[src/rtl/ps2_pkg.sv]
// Shared types and constants for the PS/2 scan-code controller.
// Holds the decoder state enum, protocol byte values, the event record and the game-key lookup.
package ps2_pkg;

    typedef enum logic [1:0] {
        ST_IDLE    = 2'd0,
        ST_EXT     = 2'd1,
        ST_BRK     = 2'd2,
        ST_EXT_BRK = 2'd3
    } ps2_state_e;

    localparam logic [7:0] PS2_EXT  = 8'hE0;
    localparam logic [7:0] PS2_BRK  = 8'hF0;
    localparam logic [7:0] PS2_BAT  = 8'hAA;
    localparam logic [7:0] PS2_ACK  = 8'hFA;
    localparam logic [7:0] PS2_ECHO = 8'hEE;

    typedef struct packed {
        logic       ext;
        logic       brk;
        logic [7:0] code;
    } ps2_evt_t;

    // One-hot bit of key_held owned by a decoded key, zero for keys we do not track.
    function automatic logic [7:0] ps2_key_mask(input logic ext, input logic [7:0] code);
        logic [7:0] mask;
        mask = 8'h00;
        if (!ext) begin
            case (code)
                8'h1D:   mask = 8'h01;
                8'h1C:   mask = 8'h02;
                8'h1B:   mask = 8'h04;
                8'h23:   mask = 8'h08;
                default: mask = 8'h00;
            endcase
        end else begin
            case (code)
                8'h75:   mask = 8'h10;
                8'h6B:   mask = 8'h20;
                8'h72:   mask = 8'h40;
                8'h74:   mask = 8'h80;
                default: mask = 8'h00;
            endcase
        end
        return mask;
    endfunction

endpackage

[src/rtl/ps2_evt_fifo.sv]
// Event FIFO with valid/ready pop side and a push port that reports full.
// Head outputs read as zero while empty so reset leaves the event bus at zero.
module ps2_evt_fifo
    import ps2_pkg::*;
#(
    parameter int DEPTH = 4
) (
    input  logic     clk,
    input  logic     rst_n,
    input  logic     push,
    input  ps2_evt_t push_data,
    output logic     full,
    output logic     pop_valid,
    input  logic     pop_ready,
    output ps2_evt_t pop_data
);

    localparam int AW = (DEPTH > 1) ? $clog2(DEPTH) : 1;
    localparam logic [AW:0] DEPTH_CNT = (AW + 1)'(DEPTH);

    ps2_evt_t      mem [DEPTH];
    logic [AW-1:0] wr_ptr;
    logic [AW-1:0] rd_ptr;
    logic [AW:0]   count;
    logic          do_push;
    logic          do_pop;

    assign full      = (count == DEPTH_CNT);
    assign pop_valid = (count != '0);
    assign pop_data  = pop_valid ? mem[rd_ptr] : '0;

    // A pop frees a slot in the same cycle, so a full FIFO still accepts a concurrent push.
    assign do_pop  = pop_valid && pop_ready;
    assign do_push = push && (!full || do_pop);

    always_ff @(posedge clk) begin
        if (do_push) begin
            mem[wr_ptr] <= push_data;
        end
    end

    always_ff @(posedge clk or negedge rst_n) begin
        if (!rst_n) begin
            wr_ptr <= '0;
            rd_ptr <= '0;
            count  <= '0;
        end else begin
            if (do_push) begin
                wr_ptr <= wr_ptr + 1'b1;
            end
            if (do_pop) begin
                rd_ptr <= rd_ptr + 1'b1;
            end
            case ({do_push, do_pop})
                2'b10:   count <= count + 1'b1;
                2'b01:   count <= count - 1'b1;
                default: count <= count;
            endcase
        end
    end

endmodule

[src/rtl/ps2_scan_ctrl.sv]
// PS/2 scan-code decoder: folds E0/F0 prefixes into events queued in ps2_evt_fifo.
// Define PS2_KEYMAP_EN to track held game keys on key_held; otherwise key_held is tied to zero.
module ps2_scan_ctrl
    import ps2_pkg::*;
#(
    parameter int FIFO_DEPTH  = 4,
    parameter int TIMEOUT_CYC = 25000
) (
    input  logic       clk,
    input  logic       rst_n,
    input  logic       byte_valid,
    input  logic [7:0] byte_data,
    input  logic       frame_err,
    output logic       evt_valid,
    input  logic       evt_ready,
    output logic [7:0] evt_code,
    output logic       evt_ext,
    output logic       evt_break,
    output logic       err,
    output logic       ovf,
    output logic [7:0] key_held
);

    localparam int TW = $clog2(TIMEOUT_CYC + 1);
    localparam logic [TW-1:0] TO_LAST = TW'(TIMEOUT_CYC - 1);

    ps2_state_e    state;
    ps2_state_e    state_nxt;
    logic [TW-1:0] to_cnt;
    logic          to_hit;
    logic          push;
    logic          push_ext;
    logic          push_brk;
    logic          fault;
    logic          fifo_full;
    logic          drop;
    ps2_evt_t      push_evt;
    ps2_evt_t      head_evt;

    assign to_hit = !byte_valid && !frame_err && (state != ST_IDLE) && (to_cnt == TO_LAST);

    always_comb begin
        state_nxt = state;
        push      = 1'b0;
        push_ext  = 1'b0;
        push_brk  = 1'b0;
        fault     = 1'b0;
        if (frame_err) begin
            state_nxt = ST_IDLE;
            fault     = 1'b1;
        end else if (byte_valid) begin
            case (state)
                ST_IDLE: begin
                    if (byte_data == PS2_EXT) begin
                        state_nxt = ST_EXT;
                    end else if (byte_data == PS2_BRK) begin
                        state_nxt = ST_BRK;
                    end else if (byte_data == PS2_BAT || byte_data == PS2_ACK ||
                                 byte_data == PS2_ECHO) begin
                        state_nxt = ST_IDLE;
                    end else if (byte_data == 8'h00 || byte_data == 8'hFF) begin
                        fault = 1'b1;
                    end else begin
                        push = 1'b1;
                    end
                end
                ST_EXT: begin
                    if (byte_data == PS2_BRK) begin
                        state_nxt = ST_EXT_BRK;
                    end else if (byte_data != PS2_EXT) begin
                        push      = 1'b1;
                        push_ext  = 1'b1;
                        state_nxt = ST_IDLE;
                    end
                end
                ST_BRK, ST_EXT_BRK: begin
                    state_nxt = ST_IDLE;
                    // A second prefix after F0 is a malformed sequence from the device.
                    if (byte_data == PS2_EXT || byte_data == PS2_BRK) begin
                        fault = 1'b1;
                    end else begin
                        push     = 1'b1;
                        push_ext = (state == ST_EXT_BRK);
                        push_brk = 1'b1;
                    end
                end
                default: state_nxt = ST_IDLE;
            endcase
        end else if (to_hit) begin
            state_nxt = ST_IDLE;
            fault     = 1'b1;
        end
    end

    assign push_evt = '{ext: push_ext, brk: push_brk, code: byte_data};
    assign drop     = push && fifo_full && !(evt_valid && evt_ready);

    always_ff @(posedge clk or negedge rst_n) begin
        if (!rst_n) begin
            state  <= ST_IDLE;
            to_cnt <= '0;
            err    <= 1'b0;
            ovf    <= 1'b0;
        end else begin
            state <= state_nxt;
            err   <= fault;
            if (drop) begin
                ovf <= 1'b1;
            end
            if (byte_valid || state == ST_IDLE || to_hit) begin
                to_cnt <= '0;
            end else begin
                to_cnt <= to_cnt + 1'b1;
            end
        end
    end

    ps2_evt_fifo #(
        .DEPTH(FIFO_DEPTH)
    ) u_fifo (
        .clk      (clk),
        .rst_n    (rst_n),
        .push     (push),
        .push_data(push_evt),
        .full     (fifo_full),
        .pop_valid(evt_valid),
        .pop_ready(evt_ready),
        .pop_data (head_evt)
    );

    assign evt_code  = head_evt.code;
    assign evt_ext   = head_evt.ext;
    assign evt_break = head_evt.brk;

`ifdef PS2_KEYMAP_EN
    logic [7:0] key_mask;
    logic [7:0] key_held_r;

    assign key_mask = ps2_key_mask(push_evt.ext, push_evt.code);

    // Tracks decoded key state, not FIFO contents, so a dropped event still updates it.
    always_ff @(posedge clk or negedge rst_n) begin
        if (!rst_n) begin
            key_held_r <= 8'h00;
        end else if (push && key_mask != 8'h00) begin
            if (push_evt.brk) begin
                key_held_r <= key_held_r & ~key_mask;
            end else begin
                key_held_r <= key_held_r | key_mask;
            end
        end
    end

    assign key_held = key_held_r;
`else
    assign key_held = 8'h00;
`endif

endmodule

[config.mk]
export PLATFORM = sky130hd
export DESIGN_NAME = ps2_scan_ctrl
export DESIGN_NICKNAME = d
export VERILOG_FILES = /design/src/rtl/ps2_pkg.sv /design/src/rtl/ps2_evt_fifo.sv /design/src/rtl/ps2_scan_ctrl.sv
export SDC_FILE = /design/constraint.sdc
export NUM_CORES = 1
export LEC_CHECK = 0
export BUFFER_PORTS_ARGS = -buffer_cell sky130_fd_sc_hd__buf_2
export CAP_MARGIN = 20
export CORE_ASPECT_RATIO = 0.8
export CORE_MARGIN = 2
export CORE_UTILIZATION = 63
export CTS_CLUSTER_DIAMETER = 200
export DETAILED_ROUTE_END_ITERATION = 12
export PLACE_DENSITY = 0.94
export SYNTH_ARGS = -nofsm -noshare
export SYNTH_HDL_FRONTEND = slang
export SYNTH_SLANG_ARGS = --single-unit
[constraint.sdc]
create_clock -name clk -period 4.2 [get_ports clk]
set_input_delay 0.84 -clock clk [delete_from_list [all_inputs] [get_ports clk]]
set_output_delay 0.84 -clock clk [all_outputs]
set_load 0.1 [all_outputs]
# Word-level counts from Yosys, hierarchy flattened
# Memory sizes are Yosys's and may differ from the RTL's.
# Cells that the tools add are included.
# word_totals
register_bits	26
mem_bits_rw	40
inputBits	13
out_inout_bits	21
elab_cells	95
mem_count	1
# classes
add_sub_neg	5
eq_ne	16
muxes	40
n_reduce_logical	26
# memory_table
memory	depth	width	read_ports	rd_ports_with_merged_regs	wr	line	rtl
u_fifo.mem	4	10	1	0	1	ps2_evt_fifo.sv:21	ps2_evt_t mem [DEPTH];
# op_table
op	n
8-bit == test, second input constant	6
1-bit two-way mux	25
2-bit two-way mux	8
15-bit by 1-bit adder with 15-bit output, second input constant	1
15-bit == test, second input constant	1
15-bit two-way mux	1
10-bit two-way mux	1
8-bit zero test	1
8-bit != test, second input constant	1
1-bit logical AND	7
1-bit logical OR	7
2-bit == test, second input constant	3
6-bit != test, second input constant	1
2-bit case mux with 3 select lines	1
3-bit case mux with 2 select lines	1
3-bit nonzero test	2
5-bit != test, second input constant	1
2-bit by 1-bit adder with 2-bit output, second input constant	2
2-bit by 1-bit == test with 1-bit output, second input constant	2
1-bit zero test	4
1-bit case mux with 2 select lines	2
2-bit nonzero test	2
3-bit by 1-bit adder with 3-bit output, second input constant	1
3-bit == test, second input constant	1
other kinds (5)	5

# Depth between registers and ports, before layout
# Gate-level depths: netlist of run 1.
# depth
ltp_word	12
mapped_depth	10
depth_no_buf	9

# Hierarchy
# Synthesis of run 1 repeated with hierarchy kept, for this count alone.
# unflattened
hier_cells	237
hier_area_um2	3150.5
# modules_own_cells
module	instances	cells_each	area_per_inst_um2	seq_area_each_um2
ps2_evt_fifo	1	115	2024.4	1376.3
ps2_scan_ctrl	1	122	1126.1	475.5

# Worst setup path before layout of run 1
# Ideal clock, no wire load.
# synth_path
path_kind	register to output
start	reg u_fifo.count[1]
end	out evt_break
arrival_ps	2441
required_ps	3360
slack_ps	919
stages_incl_launch_ff	5
n_path_buf	1
path_cell_list	dfrtp_1 -> nor3_1 -> inv_1 -> clkbuf_1 -> and2_1
# synth_between
elab_chain_len	2
# synth_lines
item	line	rtl
from (decl)	ps2_evt_fifo.sv:24	logic [AW:0] count;
from (signal assigned)	ps2_evt_fifo.sv:55	2'b10: count <= count + 1'b1;
from (signal assigned)	ps2_evt_fifo.sv:56	2'b01: count <= count - 1'b1;
from (signal assigned)	ps2_evt_fifo.sv:57	default: count <= count;
3-bit nonzero test	ps2_evt_fifo.sv:29	assign pop_valid = (count != '0);
named net evt_valid	ps2_scan_ctrl.sv:14	output logic evt_valid,
10-bit two-way mux	ps2_evt_fifo.sv:30	assign pop_data = pop_valid ? mem[rd_ptr] : '0;
to (decl)	ps2_scan_ctrl.sv:18	output logic evt_break,
# The timed path passes the listed nets, and every way through them passes these cells.

# Final worst setup path of run 1
# layout_path
start	reg u_fifo.rd_ptr[0]
end	out evt_code[4]
# layout_between
elab_chain_len	2
# layout_lines
item	line	rtl
from (decl)	ps2_evt_fifo.sv:23	logic [AW-1:0] rd_ptr;
from (signal assigned)	ps2_evt_fifo.sv:52	rd_ptr <= rd_ptr + 1'b1;
memory read 4 x 10 bit	-	
10-bit two-way mux	ps2_evt_fifo.sv:30	
to (decl)	ps2_scan_ctrl.sv:16	output logic [7:0] evt_code,
# No other way between the ends.

==> results of run 1 <==
-- final timing paths --
kind	to	startpoint	slack (ns)	cells after the start
worst max-delay path	evt_code[4]	u_fifo.rd_ptr[0]	1.16	3
worst min-delay path	to_cnt[10]	rst_n	0.48	1
min in group clk	ovf	ovf	0.49	1
worst max register to register	u_fifo.mem[0][9]	state[0]	1.38	5
max in group asynchronous	to_cnt[3]	rst_n	3.33	1
worst min register to register	ovf	ovf	0.49	1
-- sequential cells by signal (all words and copies together), names as in the netlist --
signal,count
err,1
ovf,1
state,2
to_cnt,15
u_fifo.count,3
u_fifo.mem,40
u_fifo.rd_ptr,2
u_fifo.wr_ptr,2
-- synth_stat cells (all sizes together) (2+ instances only) --
cell type	instances
xor2	8
or3	2
nand2b	3
ha	5
or4	3
edfxtp	40
nor3	4
a211o	2
o21ai	7
nor3b	2
xnor2	8
nand3	12
and2	12
and3	8
a21oi	3
o31ai	2
clkbuf	2
buf	11
nor2	29
inv	10
mux4	10
nand3b	2
nor4	5
nor2b	2
nand2	18
dfrtp	26
-- through the flow --
step / power (mW) / area (um2) / cells
final: 2.52 / 3590 / 352
after global routing: 2.62 / 3590 / 352
after CTS: 2.54 / 3590 / 352
after detailed placement: 1.96 / 3380 / 336
after global placement: 1.93 / 3380 / 336
after floorplan: 1.79 / 3260 / 262
-- per-layer routing --
layer  wire length, um  vias to the layer above  track usage [%]
li1                  -                      978                -
met1              2390                      992             27.2
met2              3290                       55             43.9
met3               316                        7             8.32
met4                42                        0             7.86
met5                 0                        -                0
-- layout make-up --
cell class / instances / share of cell area, %
clock buffers: 9 / 3.45
clock inverters: 7 / 2.61
inverters: 10 / 1.04
multi-input cells: 173 / 35.7
flip-flops and latches: 66 / 51.5
well taps: 62 / 2.16
repair buffers: 25 / 3.48
-- worst max-delay path: stages, from the launching register on --
cell,delay [ns]
dfrtp_1,0.80
mux4_2,0.61
and2_1,0.17
buf_2,0.28
-- kinds of logic (layout without fill, tap and decap cells) --
family / count (synthesis) / count (layout) / share of synthesized area, %
buffers and inverters: 23 / 51 / 3.76
DFF: 66 / 66 / 57.3
muxes: 11 / 11 / 7.28
adders and majority gates: 6 / 6 / 2.56
and+or+nand+nor: 107 / 107 / 17.9
AOI/OAI and AO/OA: 25 / 25 / 6.74
xor gates and xnor gates: 16 / 16 / 4.34
other: 1 / 8 / 0.116
-- power breakdown --
group          leakage [nW]  internal (mW)  total, mW  switching, mW
clock                 0.107          0.333      0.578          0.245
sequential            0.704          0.769      0.873          0.104
combinational         0.561          0.267       1.07          0.806
==> flow_summary.ini, run 1 <==
[floorplan]
num_rows = 23
start_util_pct = 64.9
die_x_um = 84.1
dieArea_mm2 = 0.00572
io-pin-count = 34
fp.coreArea_mm2 = 0.00498
fp.dieH_um = 68.1

[setup_path]
crit_fanout = 12
cp_data_required_time_ns = 3.36
critPathCaptureType = output port
worstSetupPathType = reg -> out
cp.arrival_ns = 2.20
start_kind = flip-flop

[clocking]
cts-buffers-inserted = 9
ctsResizeCount = 0
ctsHoldBuffers = 0
clockBufferDepth = 2
clk_latency_ns = 0.34
cts.sinks = 66
cts_setup_buffers = 0
path_clk_slew_ns = 0.07
ctsHtreeMaxLevel = 3
cts_tree = built
clock-root-buffer = clkbuf_8

[cells_and_area]
regArea_mm2 = 0.00185
area_growth_pct = 11.2
diodes = 0
nNetsFinal = 304
utilization_pct = 72.2
multiInputGateArea_mm2 = 0.00128
final_cell_mix = edfxtp_1 (40), nor2_1 (29), dfrtp_1 (26)
drive_gt1_share_pct = 20.7
layout_commonest_cell = edfxtp_1
n_fill_cell = 325

[detailed_routing]
drt_pass1_iterations = 4
wl_mm = 6.04
ant_nets = 0
vias_per_cell = 5.77
drt_iter0_markers = 119
wl_per_cell_um = 17.2
via_count = 2032
drc = 0

[sta]
timing.final.ws_setup_ns = 1.16
whs_ns = 0.484
fmax_ghz = 0.329
finalSetupViolCount = 0
rsz0062_at_grt = false
fin_crit_sh_pct = 72.3
tns_ns = 0
tightest_slew_ns = 0.998
fin_crit_ns = 3.04
hold_viol = 0
slew_headroom_pct = 33.0
clock_skew_ns = 0.00860
final-max-slew-violation-count = 0

[placement]
io_buffers = 25
dpl_worst_slack_ns = 0.849
gp_congestion = 0.822
hpwl_mm = 4.28

[power]
power.density_mw_per_mm2 = 702
ir_drop_v = 0.000758
p_leak_nw = 1.37

[synth]
synth_flop_cell = edfxtp_1
syn_inst = 255
synth_warnings = 0
syn_avg_cell_area_um2 = 12.7
ys_types = 52
synth_seq_cells = 66
seq_area_frac_synth_pct = 57.3
synth_edf_count = 40
synth_top_area_share_pct = 37.2
async_flop_share_pct = 39.4
ys_top_cells_by_area = edfxtp_1 (37%), dfrtp_1 (20%), mux4_2 (7.0%), nor2_1 (3.4%), and2_1 (2.3%)
netlist_area_mm2 = 0.00323
synth_largest_area_cell = edfxtp_1

[global_route]
overflow = 0
grt_pass1_wl_mm = 10.0
grt_max_degree = 27
antenna_found_initial = 0
grt_use_total_pct = 24.1
grt_pass1_vias = 2051

[worst_hold_path]
hp-class = in -> async

[job]
maxCapViolations = 0

[outcome]
outcome = completed
Power figures use the tool's default switching activity.
==> run 2: changes to the inputs <==
--- a/config.mk
+++ b/config.mk
@@ -9,10 +9,10 @@
 export CAP_MARGIN = 20
 export CORE_ASPECT_RATIO = 0.8
 export CORE_MARGIN = 2
-export CORE_UTILIZATION = 63
+export CORE_UTILIZATION = 53
 export CTS_CLUSTER_DIAMETER = 200
 export DETAILED_ROUTE_END_ITERATION = 12
-export PLACE_DENSITY = 0.94
+export PLACE_DENSITY = 0.85
 export SYNTH_ARGS = -nofsm -noshare
 export SYNTH_HDL_FRONTEND = slang
 export SYNTH_SLANG_ARGS = --single-unit
==> constraint.sdc (replaced) <==
create_clock -name clk -period 2.78 [get_ports clk]
set_input_delay 0.556 -clock clk [delete_from_list [all_inputs] [get_ports clk]]
set_output_delay 0.556 -clock clk [all_outputs]
set_load 0.1 [all_outputs]
==> run 2 against run 1 <==
Flip-flop and latch count is the same. Worst hold slack lost 0.29 ns. Final cell count grew 12%. Combinational power increased by 63%. Die area up 18%. Critical path type is now in -> reg. Sequential power is 44% higher. Clock power is 39% higher. Clock skew is 0.0023 ns higher. Non-clock buffer count is 24 higher. Sequential share of layout area decreased by 3.3 points. Critical endpoint is now u_fifo.count[1]. Register-to-register slack got worse by 1.1 ns.
==> flow_summary.ini, run 2 (synthesis gave the netlist of run 1 again) <==
[sta]
slew_headroom_pct = 59.9
clock_skew_ns = 0.0109
final-max-slew-violation-count = 0
tightest_slew_ns = 0.596
fin_crit_sh_pct = 94.4
fmax_ghz = 0.381
finalSetupViolCount = 0
fin_crit_ns = 2.62
rsz0062_at_grt = false
whs_ns = 0.193
hold_viol = 0
tns_ns = 0

[cells_and_area]
area_growth_pct = 18.8
final_cell_mix = edfxtp_1 (40), nor2_1 (29), dfrtp_1 (26)
largest_reg_flops = 40
top_regs = u_fifo.mem (40), to_cnt (15), u_fifo.count (3)
top_register = u_fifo.mem
diodes = 0
nNetsFinal = 328
drive_gt1_share_pct = 27.4
layout_commonest_cell = edfxtp_1

[floorplan]
io-pin-count = 34
dieArea_mm2 = 0.00674
die_x_um = 91.3
num_rows = 25
fp.dieH_um = 73.8
start_util_pct = 54.6
fp.coreArea_mm2 = 0.00591

[detailed_routing]
wl_per_cell_um = 15.1
ant_nets = 0
via_count = 2117
drc = 0
wl_mm = 5.96
drt_iter0_markers = 172
vias_per_cell = 5.36
drt_pass1_iterations = 4

[clocking]
cts.sinks = 66
clock-root-buffer = clkbuf_8
clk_latency_ns = 0.35
ctsHtreeMaxLevel = 3
cts_tree = built
cts-buffers-inserted = 9
path_clk_slew_ns = 0.08
clockBufferDepth = 2

[global_route]
antenna_found_initial = 0
grt_use_total_pct = 20.5
overflow = 0
grt_pass1_vias = 2089
grt_max_degree = 27
grt_pass1_wl_mm = 10.3

[power]
p_leak_nw = 1.50
power.density_mw_per_mm2 = 991
ir_drop_v = 0.000408

[placement]
gp_congestion = 0.846
hpwl_mm = 4.19
io_buffers = 25

[outcome]
outcome = completed

[setup_path]
critPathTopFamily = simple AND/OR/NAND/NOR gates
start_kind = input pin
cp_data_required_time_ns = 3.01
crit_buf_inv = 2
critPathCaptureType = flip-flop
cp_cell_sequence = buf_2 -> or4_4 -> o31ai_2 -> a211o_1 -> o311ai_4 -> inv_1 -> fa_1 -> nor2_1 -> o21ai_0 -> and4b_1
cpPeakStageDelay_ns = 0.56
cp.arrival_ns = 2.85
worstSetupPathType = in -> reg
crit_fanout = 4
cp_slowest_cell = or4_4

[job]
maxCapViolations = 0

[worst_hold_path]
hp-class = in -> async
[run 2: layer usage]
| layer | vias up | wire length [um] | GRT usage (%) | part of all wire, % |
|---|---|---|---|---|
| met3 | 9 | 366 | 6.97 | 6.1 |
| met1 | 1021 | 2630 | 26.3 | 44 |
| li1 | 1022 | - | - | - |
| met4 | 0 | 58 | 5.22 | 0.97 |
| met2 | 65 | 2910 | 34.0 | 49 |
| met5 | - | 0 | 0 | 0 |
[run 2: path summary, 6_finish.rpt]
kind                              startpoint              end  slack, ns  cells past startpoint
worst max-delay path            byte_data[0]  u_fifo.count[1]       0.16                     10
worst min-delay path                   rst_n       to_cnt[10]       0.19                      1
worst max register to register      state[0]  u_fifo.count[2]       0.27                      8
worst min register to register     to_cnt[0]        to_cnt[0]       0.49                      1
max in group asynchronous              rst_n         state[0]       2.21                      1
min in group clk                  byte_valid              err       0.48                      3
[run 2: through the flow]
stage / area [um2] / instances / util (%) / setup slack [ns] / power, mW
after floorplan: 3260 / 262 / - / 0.0351 / 2.71
after global placement: 3630 / 379 / 61.4 / -0.0317 / 2.99
after detailed placement: 3630 / 379 / 61.4 / -0.222 / 3.03
after CTS: 3830 / 395 / 64.8 / 0.131 / 3.84
after global routing: 3840 / 395 / 64.9 / 0.0616 / 3.98
final: 3840 / 395 / 64.9 / 0.157 / 3.80
[run 2: cell type report]
type                       instances  area, um2
clock buffer                       9        124
clock inverter                     7       77.6
fill                             420       2070
inverter                          10       37.5
multi-input combinational        173       1290
sequential                        66       1850
tap                               81        101
timing repair buffer              49        355
[run 2: power breakdown]
group	total [mW]	leakage (nW)	switching [mW]	internal, mW
combinational	1.74	0.691	1.27	0.468
clock	0.804	0.100	0.383	0.421
sequential	1.26	0.704	0.101	1.16
total	3.80	1.50	1.75	2.05
[run 2: what timing repair did]
item,in CTS,in global routing
gates resized for setup,0,1
hold buffers,0,0
buffers inserted,0,0
endpoints found under the setup margin,0,1
==> run 3: changes to the inputs <==
--- a/config.mk
+++ b/config.mk
@@ -5,14 +5,15 @@
 export SDC_FILE = /design/constraint.sdc
 export NUM_CORES = 1
 export LEC_CHECK = 0
+export ABC_AREA = 1
 export BUFFER_PORTS_ARGS = -buffer_cell sky130_fd_sc_hd__buf_2
 export CAP_MARGIN = 20
 export CORE_ASPECT_RATIO = 0.8
 export CORE_MARGIN = 2
-export CORE_UTILIZATION = 53
+export CORE_UTILIZATION = 63
 export CTS_CLUSTER_DIAMETER = 200
 export DETAILED_ROUTE_END_ITERATION = 12
-export PLACE_DENSITY = 0.85
+export PLACE_DENSITY = 0.86
 export SYNTH_ARGS = -nofsm -noshare
 export SYNTH_HDL_FRONTEND = slang
 export SYNTH_SLANG_ARGS = --single-unit
==> constraint.sdc (replaced) <==
create_clock -name clk -period 3.1 [get_ports clk]
set_input_delay 0.62 -clock clk [delete_from_list [all_inputs] [get_ports clk]]
set_output_delay 0.62 -clock clk [all_outputs]
set_load 0.1 [all_outputs]
==> run 3 against run 2 <==
Die area shrank 14%. Largest cell class unchanged. Cell area shrank 4.8%. Synthesized area increased by 0.97%. Largest power group unchanged. Flip-flop and latch count unchanged. Critical path depth is 6 lower. Routed wire length rose by 6.9%. Non-clock buffer count fell by 19. Sequential power fell by 9%. Critical endpoint is now evt_code[0]. Power fell by 5.9%.
==> flow_summary.ini, run 3 <==
[outcome]
outcome = completed

[clocking]
clk_latency_ns = 0.34
clock-root-buffer = clkbuf_8
ctsHtreeMaxLevel = 3
cts_setup_buffers = 0
ctsResizeCount = 0
cts_tree = built
cts.sinks = 66
cts-buffers-inserted = 9
clockBufferDepth = 2
path_clk_slew_ns = 0.07
ctsHoldBuffers = 0

[global_route]
grt_pass1_wl_mm = 10.2
met1_usage_pct = 31.0
overflow = 0
gr-max-usage-layer = met2
antenna_found_initial = 0
grt_pass1_vias = 2239
use_met3_pct = 6.76
grt_use_total_pct = 23.8
grtUsageMet2_pct = 38.3
grt_max_degree = 27

[synth]
synth_top_area_share_pct = 36.8
ys_types = 33
synth_xor_area_share_pct = 1.34
netlist_area_mm2 = 0.00326
synth_fa_ha_area_share_pct = 2.53
synth_top_family_by_area = simple AND/OR/NAND/NOR gates
synthMuxAreaShare_pct = 0
yosys.cell_count.top_type = nor2_1
seq_area_frac_synth_pct = 56.8
synth_edf_count = 40
syn_avg_cell_area_um2 = 9.37
synth_compound_area_share_pct = 7.36
synth_flop_cell = edfxtp_1
syn_inst = 348
async_flop_share_pct = 39.4
synth_largest_area_cell = edfxtp_1
synth_common_cells = nor2_1 (71), edfxtp_1 (40), nand2_1 (40)
ys_top_cells_by_area = edfxtp_1 (37%), dfrtp_1 (20%), nor2_1 (8.2%), nand2_1 (4.6%), inv_1 (4.5%)
synth_seq_cells = 66
synth-simple-area-share_pct = 23.8
synth_warnings = 0

[placement]
io_buffers = 25
placedCellCount = 431
hpwl_mm = 4.37
gp_congestion = 0.821

[cells_and_area]
nNetsFinal = 399
top_regs = u_fifo.mem (40), to_cnt (15), u_fifo.count (3)
drive_gt1_share_pct = 19.7
layout_commonest_cell = nor2_1
diodes = 0
area_growth_pct = 12.0
fin_cells = 447
top_register = u_fifo.mem
final_cell_mix = nor2_1 (71), nand2_1 (40), edfxtp_1 (40)
largest_reg_flops = 40

[floorplan]
dieArea_mm2 = 0.00577
die_x_um = 84.5
fp.dieH_um = 68.4
num_rows = 23
io-pin-count = 34
fp.coreArea_mm2 = 0.00501
start_util_pct = 65.1

[job]
maxCapViolations = 0

[power]
p_total_mw = 3.58
ir_drop_v = 0.00100
p_leak_nw = 1.59
power.density_mw_per_mm2 = 980

[setup_path]
cp.arrival_ns = 2.25
crit_fanout = 20
crit_buf_inv = 2
cp_data_required_time_ns = 2.48
critPathCaptureType = output port
cp_slowest_cell = dfrtp_1
cpPeakStageDelay_ns = 0.55
worstSetupPathType = reg -> out
critPathTopFamily = buffers and inverters
start_kind = flip-flop
cp_cell_sequence = inv_1 -> o21ai_0 -> a21oi_1 -> buf_2
reg2reg_setup_slack_ns = 0.90

[sta]
clock_skew_ns = 0.00777
hold_viol = 0
fin_crit_ns = 2.87
fmax_ghz = 0.349
rsz0062_at_grt = false
fin_crit_sh_pct = 92.5
slew_headroom_pct = 61.4
final-max-slew-violation-count = 0
tightest_slew_ns = 0.578
finalSetupViolCount = 0

[detailed_routing]
drt_iter0_markers = 204
ant_nets = 0
vias_per_cell = 5.38
via_count = 2405
drt_pass1_iterations = 5
drc = 0
wl_mm = 6.37
wl_per_cell_um = 14.3

[worst_hold_path]
hp-class = in -> async
## run 3: area by class of cell
class / instances / area (um2)
inverter: 45 / 169
clock inverter: 1 / 30.0
sequential: 66 / 1850
fill: 363 / 1360
tap: 62 / 77.6
timing repair buffer: 30 / 163
multi-input combinational: 228 / 1170
clock buffer: 15 / 188
## run 3: path summary, 6_finish.rpt
kind / cells after the start / startpoint / end
worst max-delay path: 4 / u_fifo.rd_ptr[0] / evt_code[0]
worst min-delay path: 1 / rst_n / to_cnt[3]
worst max register to register: 13 / u_fifo.count[1] / u_fifo.count[2]
worst min register to register: 1 / to_cnt[0] / to_cnt[0]
max in group asynchronous: 1 / rst_n / state[0]
min in group clk: 1 / to_cnt[0] / to_cnt[0]
## run 3: layer usage
layer  routed length [um]  vias to the layer above
met5                    0                        -
met1                 2810                     1130
met3                  476                       10
met4                   70                        0
met2                 3020                       88
li1                     -                     1177
## run 3: kinds of logic (layout without fill, tap and decap cells)
| family | after synthesis | after routing |
|---|---|---|
| buf+inv | 61 | 91 |
| xor+xnor | 5 | 5 |
| fa+ha+maj | 6 | 6 |
| other cells | 1 | 8 |
| compound gates | 45 | 45 |
| simple gates | 164 | 164 |
| flops | 66 | 66 |
## run 3: where the power goes
group	internal, mW	switching [mW]
clock	0.466	0.299
sequential	1.05	0.106
combinational	0.295	1.37
total	1.81	1.77
## run 3: per-stage QoR
| stage | cell area, um2 | setup slack, ns | hold slack (ns) | setup TNS, ns | utilization, % |
|---|---|---|---|---|---|
| after floorplan | 3290 | -0.497 | 0.324 | -4.97 | - |
| after global placement | 3430 | 0.701 | 0.449 | 0 | 68.6 |
| after detailed placement | 3430 | 0.621 | 0.469 | 0 | 68.6 |
| after CTS | 3650 | 0.257 | 0.276 | 0 | 72.9 |
| after global routing | 3650 | 0.0970 | 0.299 | 0 | 72.9 |
| final | 3650 | 0.234 | 0.270 | 0 | 72.9 |
